`config.mk`:
```
export PLATFORM = sky130hd
export DESIGN_NAME = mem_access_unit_flat
export DESIGN_NICKNAME = d
export VERILOG_FILES = /design/src/rtl/mem_access_unit_if.sv /design/src/rtl/mem_access_unit.sv /design/src/flat_wrapper.sv
export SDC_FILE = /design/constraint.sdc
export NUM_CORES = 1
export LEC_CHECK = 0
export BUFFER_PORTS_ARGS = -buffer_cell sky130_fd_sc_hd__buf_2
export CORE_MARGIN = 2
export CORE_UTILIZATION = 30
export DETAILED_ROUTE_END_ITERATION = 10
export PLACE_DENSITY_LB_ADDON = 0.25
export REMOVE_ABC_BUFFERS = 1
export SYNTH_ARGS = -nofsm -noshare
export SYNTH_HDL_FRONTEND = slang
export SYNTH_SLANG_ARGS = --single-unit
```
`constraint.sdc`:
```
create_clock -name clk -period 2.3 [get_ports clk]
set_input_delay 0.345 -clock clk [delete_from_list [all_inputs] [get_ports clk]]
set_output_delay 0.345 -clock clk [all_outputs]
set_load 0.02 [all_outputs]
```
`src/rtl/mem_access_unit_if.sv`:
```
`default_nettype none
// ============================================================================
//  Module   : mem_access_unit_if
//  Purpose  : Bundles the request/response handshake and the data_ram256x8
//             port of the MEM-stage access unit.
//  Modports : slave  - the mem_access_unit itself (takes requests, drives
//                      responses and the RAM controls, reads RAM DataOut)
//             master - the pipeline side plus the RAM model (drives
//                      requests and RAM DataOut)
//  Signals  : req_valid/req_ready/req_rw/req_size/req_signed/req_addr/
//             req_wdata, rsp_valid/rsp_err/rsp_rdata,
//             ram_enable/ram_rw/ram_addr/ram_din/ram_size/ram_dout
//  Revision : 1.0  initial release
// ============================================================================
interface mem_access_unit_if;
    logic        req_valid;
    logic        req_ready;
    logic        req_rw;
    logic [1:0]  req_size;
    logic        req_signed;
    logic [31:0] req_addr;
    logic [31:0] req_wdata;

    logic        rsp_valid;
    logic        rsp_err;
    logic [31:0] rsp_rdata;

    logic        ram_enable;
    logic        ram_rw;
    logic [31:0] ram_addr;
    logic [31:0] ram_din;
    logic [1:0]  ram_size;
    logic [31:0] ram_dout;

    modport master (
        output req_valid, req_rw, req_size, req_signed, req_addr, req_wdata,
        input  req_ready,
        input  rsp_valid, rsp_err, rsp_rdata,
        input  ram_enable, ram_rw, ram_addr, ram_din, ram_size,
        output ram_dout
    );

    modport slave (
        input  req_valid, req_rw, req_size, req_signed, req_addr, req_wdata,
        output req_ready,
        output rsp_valid, rsp_err, rsp_rdata,
        output ram_enable, ram_rw, ram_addr, ram_din, ram_size,
        input  ram_dout
    );
endinterface
`default_nettype wire

```
`src/rtl/mem_access_unit.sv`:
```
`default_nettype none
// ============================================================================
//  Module   : mem_access_unit
//  Purpose  : MEM-stage initiator for data_ram256x8. Takes one load/store at
//             a time, sequences Enable/ReadWrite/Address/Size onto the RAM,
//             returns (optionally sign-) extended load data with a one-cycle
//             completion pulse. Misaligned, out-of-range and illegal-size
//             requests are rejected without any RAM access.
//  Ports    : clk      - clock, rising edge
//             reset_n  - asynchronous reset, active-low
//             bus      - mem_access_unit_if.slave (request, response, RAM)
//  Params   : ACCESS_CYCLES - cycles ram_enable stays high (1..15)
//             ADDR_LIMIT    - first illegal byte address
//  Macro    : SIGN_EXT_EN   - when defined, loads with req_signed=1 of byte/
//                             halfword size are sign-extended; otherwise all
//                             loads are zero-extended and req_signed ignored.
//  Revision : 1.0  initial release
// ============================================================================
module mem_access_unit #(
    parameter int ACCESS_CYCLES = 1,
    parameter int ADDR_LIMIT    = 256
) (
    input  logic             clk,
    input  logic             reset_n,
    mem_access_unit_if.slave bus
);

    localparam logic [2:0]  c_IDLE     = 3'd0;
    localparam logic [2:0]  c_SETUP    = 3'd1;
    localparam logic [2:0]  c_ACCESS   = 3'd2;
    localparam logic [2:0]  c_DONE     = 3'd3;
    localparam logic [2:0]  c_ERR      = 3'd4;
    localparam logic [3:0]  c_CNT_INIT = 4'(ACCESS_CYCLES - 1);
    localparam logic [32:0] c_LIMIT    = 33'(ADDR_LIMIT);

    logic [2:0]  r_state;
    logic [3:0]  r_cnt;
    logic        r_ram_enable;
    logic        r_ram_rw;
    logic [31:0] r_ram_addr;
    logic [31:0] r_ram_din;
    logic [1:0]  r_ram_size;
    logic        r_rsp_valid;
    logic        r_rsp_err;
    logic [31:0] r_rsp_rdata;
`ifdef SIGN_EXT_EN
    logic        r_signed;
`endif

    logic [32:0] w_nbytes;
    logic [32:0] w_end;
    logic        w_bad;
    logic [31:0] w_load;

    // Request legality. The end address is formed in 33 bits so a request
    // near 0xFFFFFFFF cannot wrap around and look in-range.
    always_comb begin
        w_nbytes = 33'd0;
        case (bus.req_size)
            2'b00:   w_nbytes = 33'd1;
            2'b01:   w_nbytes = 33'd2;
            2'b10:   w_nbytes = 33'd4;
            default: w_nbytes = 33'd0;
        endcase
        w_end = {1'b0, bus.req_addr} + w_nbytes;
        w_bad = (bus.req_size == 2'b11)
             || ((bus.req_size == 2'b01) && bus.req_addr[0])
             || ((bus.req_size == 2'b10) && (bus.req_addr[1:0] != 2'b00))
             || (w_end > c_LIMIT);
    end

    // Load extension. r_ram_size still holds the access size while the
    // final ACCESS cycle samples ram_dout.
    always_comb begin
        w_load = bus.ram_dout;
        case (r_ram_size)
            2'b00: begin
                w_load = {24'd0, bus.ram_dout[7:0]};
`ifdef SIGN_EXT_EN
                if (r_signed) w_load[31:8] = {24{bus.ram_dout[7]}};
`endif
            end
            2'b01: begin
                w_load = {16'd0, bus.ram_dout[15:0]};
`ifdef SIGN_EXT_EN
                if (r_signed) w_load[31:16] = {16{bus.ram_dout[15]}};
`endif
            end
            default: w_load = bus.ram_dout;
        endcase
    end

    always_ff @(posedge clk or negedge reset_n) begin
        if (!reset_n) begin
            r_state      <= c_IDLE;
            r_cnt        <= 4'd0;
            r_ram_enable <= 1'b0;
            r_ram_rw     <= 1'b0;
            r_ram_addr   <= 32'd0;
            r_ram_din    <= 32'd0;
            r_ram_size   <= 2'b00;
            r_rsp_valid  <= 1'b0;
            r_rsp_err    <= 1'b0;
            r_rsp_rdata  <= 32'd0;
`ifdef SIGN_EXT_EN
            r_signed     <= 1'b0;
`endif
        end else begin
            case (r_state)
                c_IDLE: begin
                    if (bus.req_valid) begin
                        if (w_bad) begin
                            // RAM controls stay at their cleared IDLE values.
                            r_state     <= c_ERR;
                            r_rsp_valid <= 1'b1;
                            r_rsp_err   <= 1'b1;
                        end else begin
                            // Controls settle one cycle before Enable rises.
                            r_state    <= c_SETUP;
                            r_ram_rw   <= bus.req_rw;
                            r_ram_addr <= bus.req_addr;
                            r_ram_din  <= bus.req_wdata;
                            r_ram_size <= bus.req_size;
`ifdef SIGN_EXT_EN
                            r_signed   <= bus.req_signed;
`endif
                        end
                    end
                end
                c_SETUP: begin
                    r_state      <= c_ACCESS;
                    r_ram_enable <= 1'b1;
                    r_cnt        <= c_CNT_INIT;
                end
                c_ACCESS: begin
                    if (r_cnt == 4'd0) begin
                        r_state      <= c_DONE;
                        r_ram_enable <= 1'b0;
                        r_rsp_valid  <= 1'b1;
                        r_rsp_rdata  <= r_ram_rw ? 32'd0 : w_load;
                    end else begin
                        r_cnt <= r_cnt - 4'd1;
                    end
                end
                c_DONE, c_ERR: begin
                    r_state     <= c_IDLE;
                    r_rsp_valid <= 1'b0;
                    r_rsp_err   <= 1'b0;
                    r_rsp_rdata <= 32'd0;
                    r_ram_rw    <= 1'b0;
                    r_ram_addr  <= 32'd0;
                    r_ram_din   <= 32'd0;
                    r_ram_size  <= 2'b00;
                end
                default: r_state <= c_IDLE;
            endcase
        end
    end

    // Gating with reset_n keeps req_ready low while reset is held, so a
    // request is only taken on an edge where reset is already released.
    assign bus.req_ready  = (r_state == c_IDLE) && reset_n;
    assign bus.rsp_valid  = r_rsp_valid;
    assign bus.rsp_err    = r_rsp_err;
    assign bus.rsp_rdata  = r_rsp_rdata;
    assign bus.ram_enable = r_ram_enable;
    assign bus.ram_rw     = r_ram_rw;
    assign bus.ram_addr   = r_ram_addr;
    assign bus.ram_din    = r_ram_din;
    assign bus.ram_size   = r_ram_size;

endmodule
`default_nettype wire

```
`src/flat_wrapper.sv`:
```
// flat-port wrapper written by rule: the top's interface ports become plain ports
module mem_access_unit_flat 
#(
    parameter int ACCESS_CYCLES = 1,
    parameter int ADDR_LIMIT    = 256
)
  (clk, reset_n, bus_req_valid, bus_req_rw, bus_req_size, bus_req_signed, bus_req_addr, bus_req_wdata, bus_req_ready, bus_rsp_valid, bus_rsp_err, bus_rsp_rdata, bus_ram_enable, bus_ram_rw, bus_ram_addr, bus_ram_din, bus_ram_size, bus_ram_dout);
  mem_access_unit_if bus_i ();
  input  logic clk;
  input  logic reset_n;
  input wire logic [$bits(bus_i.req_valid)-1:0] bus_req_valid;
  input wire logic [$bits(bus_i.req_rw)-1:0] bus_req_rw;
  input wire logic [$bits(bus_i.req_size)-1:0] bus_req_size;
  input wire logic [$bits(bus_i.req_signed)-1:0] bus_req_signed;
  input wire logic [$bits(bus_i.req_addr)-1:0] bus_req_addr;
  input wire logic [$bits(bus_i.req_wdata)-1:0] bus_req_wdata;
  output wire logic [$bits(bus_i.req_ready)-1:0] bus_req_ready;
  output wire logic [$bits(bus_i.rsp_valid)-1:0] bus_rsp_valid;
  output wire logic [$bits(bus_i.rsp_err)-1:0] bus_rsp_err;
  output wire logic [$bits(bus_i.rsp_rdata)-1:0] bus_rsp_rdata;
  output wire logic [$bits(bus_i.ram_enable)-1:0] bus_ram_enable;
  output wire logic [$bits(bus_i.ram_rw)-1:0] bus_ram_rw;
  output wire logic [$bits(bus_i.ram_addr)-1:0] bus_ram_addr;
  output wire logic [$bits(bus_i.ram_din)-1:0] bus_ram_din;
  output wire logic [$bits(bus_i.ram_size)-1:0] bus_ram_size;
  input wire logic [$bits(bus_i.ram_dout)-1:0] bus_ram_dout;
  assign bus_i.req_valid = bus_req_valid;
  assign bus_i.req_rw = bus_req_rw;
  assign bus_i.req_size = bus_req_size;
  assign bus_i.req_signed = bus_req_signed;
  assign bus_i.req_addr = bus_req_addr;
  assign bus_i.req_wdata = bus_req_wdata;
  assign bus_req_ready = bus_i.req_ready;
  assign bus_rsp_valid = bus_i.rsp_valid;
  assign bus_rsp_err = bus_i.rsp_err;
  assign bus_rsp_rdata = bus_i.rsp_rdata;
  assign bus_ram_enable = bus_i.ram_enable;
  assign bus_ram_rw = bus_i.ram_rw;
  assign bus_ram_addr = bus_i.ram_addr;
  assign bus_ram_din = bus_i.ram_din;
  assign bus_ram_size = bus_i.ram_size;
  assign bus_i.ram_dout = bus_ram_dout;
  mem_access_unit #(.ACCESS_CYCLES(ACCESS_CYCLES), .ADDR_LIMIT(ADDR_LIMIT)) u_core (.clk(clk), .reset_n(reset_n), .bus(bus_i));
endmodule
```
==> results.txt <==
Worst Tran Pin Value - 704.1 ps
Initial Util - 30.42%
area grow syn2layout - 47.99%
Arr. time, crit path - 3060 ps
slowest CP cell - or4_4
Fill cells - 1612
largest area contributor in the netlist - dfrtp_1
chip width - 133.2 µm
final number of setup-violating endpoints - 71
# nets final - 840
Startpoint Class - input port
final slew viol count - 0
VDD IR max - 360.6 µV
critical path class - in2reg
flop2flop setup slack - 260 ps
ys flop type - dfrtp_1
max_cap viols - 0
post-synthesis sequential area ratio - 54.46%
Setup TNS - -30110 ps
status - finished with violations
first-pass GRT wire length - 23360 µm
P_leak - 4.263 nW
R2R Path End - u_core.bus.ram_din[2]$_DFFE_PN0P_
initial antenna violation count - 0
Final WS setup - -529.3 ps
reg2reg start - u_core.r_state[0]$_DFFE_PN0P_
Top delay family on crit path - simple AND/OR/NAND/NOR gates
Avg Cell Area, Syn - 11.26 µm²
crit-path max FO - 6
CP Cell Sequence - buf_8, nor2b_1, ha_1, nor2_1, or2_4, o31a_1, or4_4, a21oi_2, nand4_1, buf_6, buf_8, buf_6, mux2i_2, nor2_1
GR Overflow Total - 0
violated checks - negative setup slack
Post-Place Setup Slack - -1149 ps
synth top area cells - dfrtp_1 (54%), mux2i_1 (9.8%), a22o_1 (5.4%)
Clk Latency, worst-skew pair - 350 ps
GRT Overall Usage - 16.36%
# diodes - 0
die span in y - 133.2 µm
Tmin final - 2829 ps
Synth async-reset ratio - 100.0%
Clock transition at path regs - 80 ps
max incr delay on CP - 530 ps
Layout Cells excl Fill - 956
Yosys warning count - 0
number of port buffers - 204
Crit. End Element - flop
root buf cell - clkbuf_16
die area - 17740 µm²
final hold violations - 0
Mapped Area - 5009 µm²
dpl cells - 924
DR pass1 iterations - 4
RSZ-0062 raised after global routing - true
register bit total from synthesis - 109
vias in the first global route - 4638
TritonCTS Buffers - 9
maximum operating frequency - 353.4 MHz
post-layout util - 45.02%
via count - 4529
Final Cycle Share - 123.0%
Post-synth EDFFs - 0
CP required - 2530 ps
Worst Reg-to-Reg Cells - 8
CTS tree - yes
IO Pins - 206
share of cells above drive strength 1 - 46.88%
largest net degree at the start of global routing - 56
worst path buffer plus inverter count - 4
WL per Instance - 15.40 µm
Placement Cell Area - 6765 µm²
Synth top area share - 54.46%
antenna-violating nets left - 0
H-Tree Level Count - 3
Rows - 47
slew margin rel. - 53.06%
Core ar. - 16470 µm²
Yosys cell types - 49
worst hold path class - in2async
Synth Instances - 445
routed wire length - 14730 µm
DRT iter0 DRCs - 191
clock buffer depth - 2
Final Instance Area - 7412 µm²
Worst Skew - 15.33 ps
hpwl dp - 10720 µm
# clock sinks - 109
Via density - 4.737
# DRC - 0
Hold-fix buffers, CTS - 0
placer congestion estimate - 0.8917
power per cell area - 679.3 nW/µm²
-- report_power, final --
group          internal [mW]  switching [mW]
clock                  0.794           0.760
combinational          0.501           0.864
sequential              2.02          0.0922
total                   3.32            1.72
-- worst max path at each step --
stage	startpoint	end	slack [ps]	depth (start not counted)
after global placement	bus_req_size[0]	u_core.bus.ram_din[19]$_DFFE_PN0P_	-990	13
after global routing	bus_req_size[1]	u_core.bus.ram_addr[6]$_DFFE_PN0P_	-590	14
after CTS	bus_req_size[1]	u_core.bus.ram_din[2]$_DFFE_PN0P_	-470	14
after floorplan	bus_req_addr[3]	u_core.bus.ram_addr[10]$_DFFE_PN0P_	-2860	8
after detailed placement	bus_req_size[0]	u_core.bus.ram_addr[6]$_DFFE_PN0P_	-1150	14
final	bus_req_size[1]	u_core.bus.ram_din[2]$_DFFE_PN0P_	-530	14
-- routing by layer --
layer	track usage, %	routed length [µm]	vias to the layer above
met2	27.46	7232	132
met3	4.756	926	17
met5	0	0	-
met1	20.79	6395	2211
li1	-	-	2169
met4	4.314	170	0
-- flip-flops by register name (all words and copies together), names as in the netlist --
register / flops
u_core.bus.ram_addr: 32
u_core.bus.ram_din: 32
u_core.bus.ram_enable: 1
u_core.bus.ram_rw: 1
u_core.bus.ram_size: 2
u_core.bus.rsp_err: 1
u_core.bus.rsp_rdata: 32
u_core.bus.rsp_valid: 1
u_core.r_cnt: 4
u_core.r_state: 3
-- cell usage after synthesis, types with 2 or more instances --
library cell / number
nand2b_1: 3
o31a_1: 2
nor3b_1: 5
o21bai_1: 4
nor2b_1: 3
a31oi_1: 2
nand2_1: 15
a211oi_1: 3
nor3_1: 6
o311ai_0: 2
nand3b_1: 2
clkbuf_1: 13
nand4_1: 7
xor2_1: 2
a21oi_1: 8
ha_1: 5
buf_6: 7
xnor2_1: 5
o21ai_0: 7
o21a_1: 4
dfrtp_1: 109
nand3_1: 9
or4_1: 5
nor2_1: 66
or2_2: 3
a22o_1: 31
mux2i_1: 49
and3_1: 3
or3_1: 3
inv_1: 9
and2_1: 24
o32a_1: 2
nor4b_1: 4
nor4_1: 6
a22oi_1: 2
a21o_1: 2
-- placed cells by master (no fill, tap or decap), types with 4 or more instances in the layout --
master and count:
nor2b_4 4, a22o_1 31, ha_1 4, nand3_1 9, dfrtp_1 109, nor4_1 5, nand2_1 15, xnor2_1 5
buf_4 78, and2_1 22, nor3b_1 5, a21oi_1 4, nor2_1 63, inv_1 9, nor3_1 6, o21ai_0 7
buf_6 13, buf_2 200, clkbuf_16 9, o21a_1 4, mux2i_1 48, nand4_1 7
-- cell type report --
cell class                 instances  area (µm²)  area share, %
sequential                       109        2728          36.80
multi-input combinational        308        2296          30.98
timing repair buffer             294        1778          23.99
tap                              220       275.3          3.714
clock buffer                      10       239.0          3.224
clock inverter                     6       62.56         0.8440
inverter                           9       33.78         0.4558
-- per-stage QoR --
step	hold slack, ps	total power, mW
finish	173.9	5.035
global route	194.8	5.327
CTS	184.6	5.093
detailed placement	466.1	3.433
global placement	464.4	3.410
floorplan	49.41	2.809
-- cells by family after synthesis --
| kind of cell | count (synthesis) | synth area share (%) |
|---|---|---|
| adder cells (fa/ha/maj) | 6 | 1.649 |
| flip-flops | 109 | 54.46 |
| buffers and inverters | 30 | 3.323 |
| AND/OR/NAND/NOR | 168 | 17.66 |
| XOR/XNOR | 7 | 1.224 |
| AO/OA/AOI/OAI | 75 | 11.67 |
| multiplexers | 50 | 10.02 |
-- what timing repair did --
item,in CTS,in global routing
pin swaps,17,9
setup endpoints to repair,71,71
cloned,4,0
resized for setup,49,9
setup buffers,12,2
Note: power is estimated with default switching activity, not from simulation.
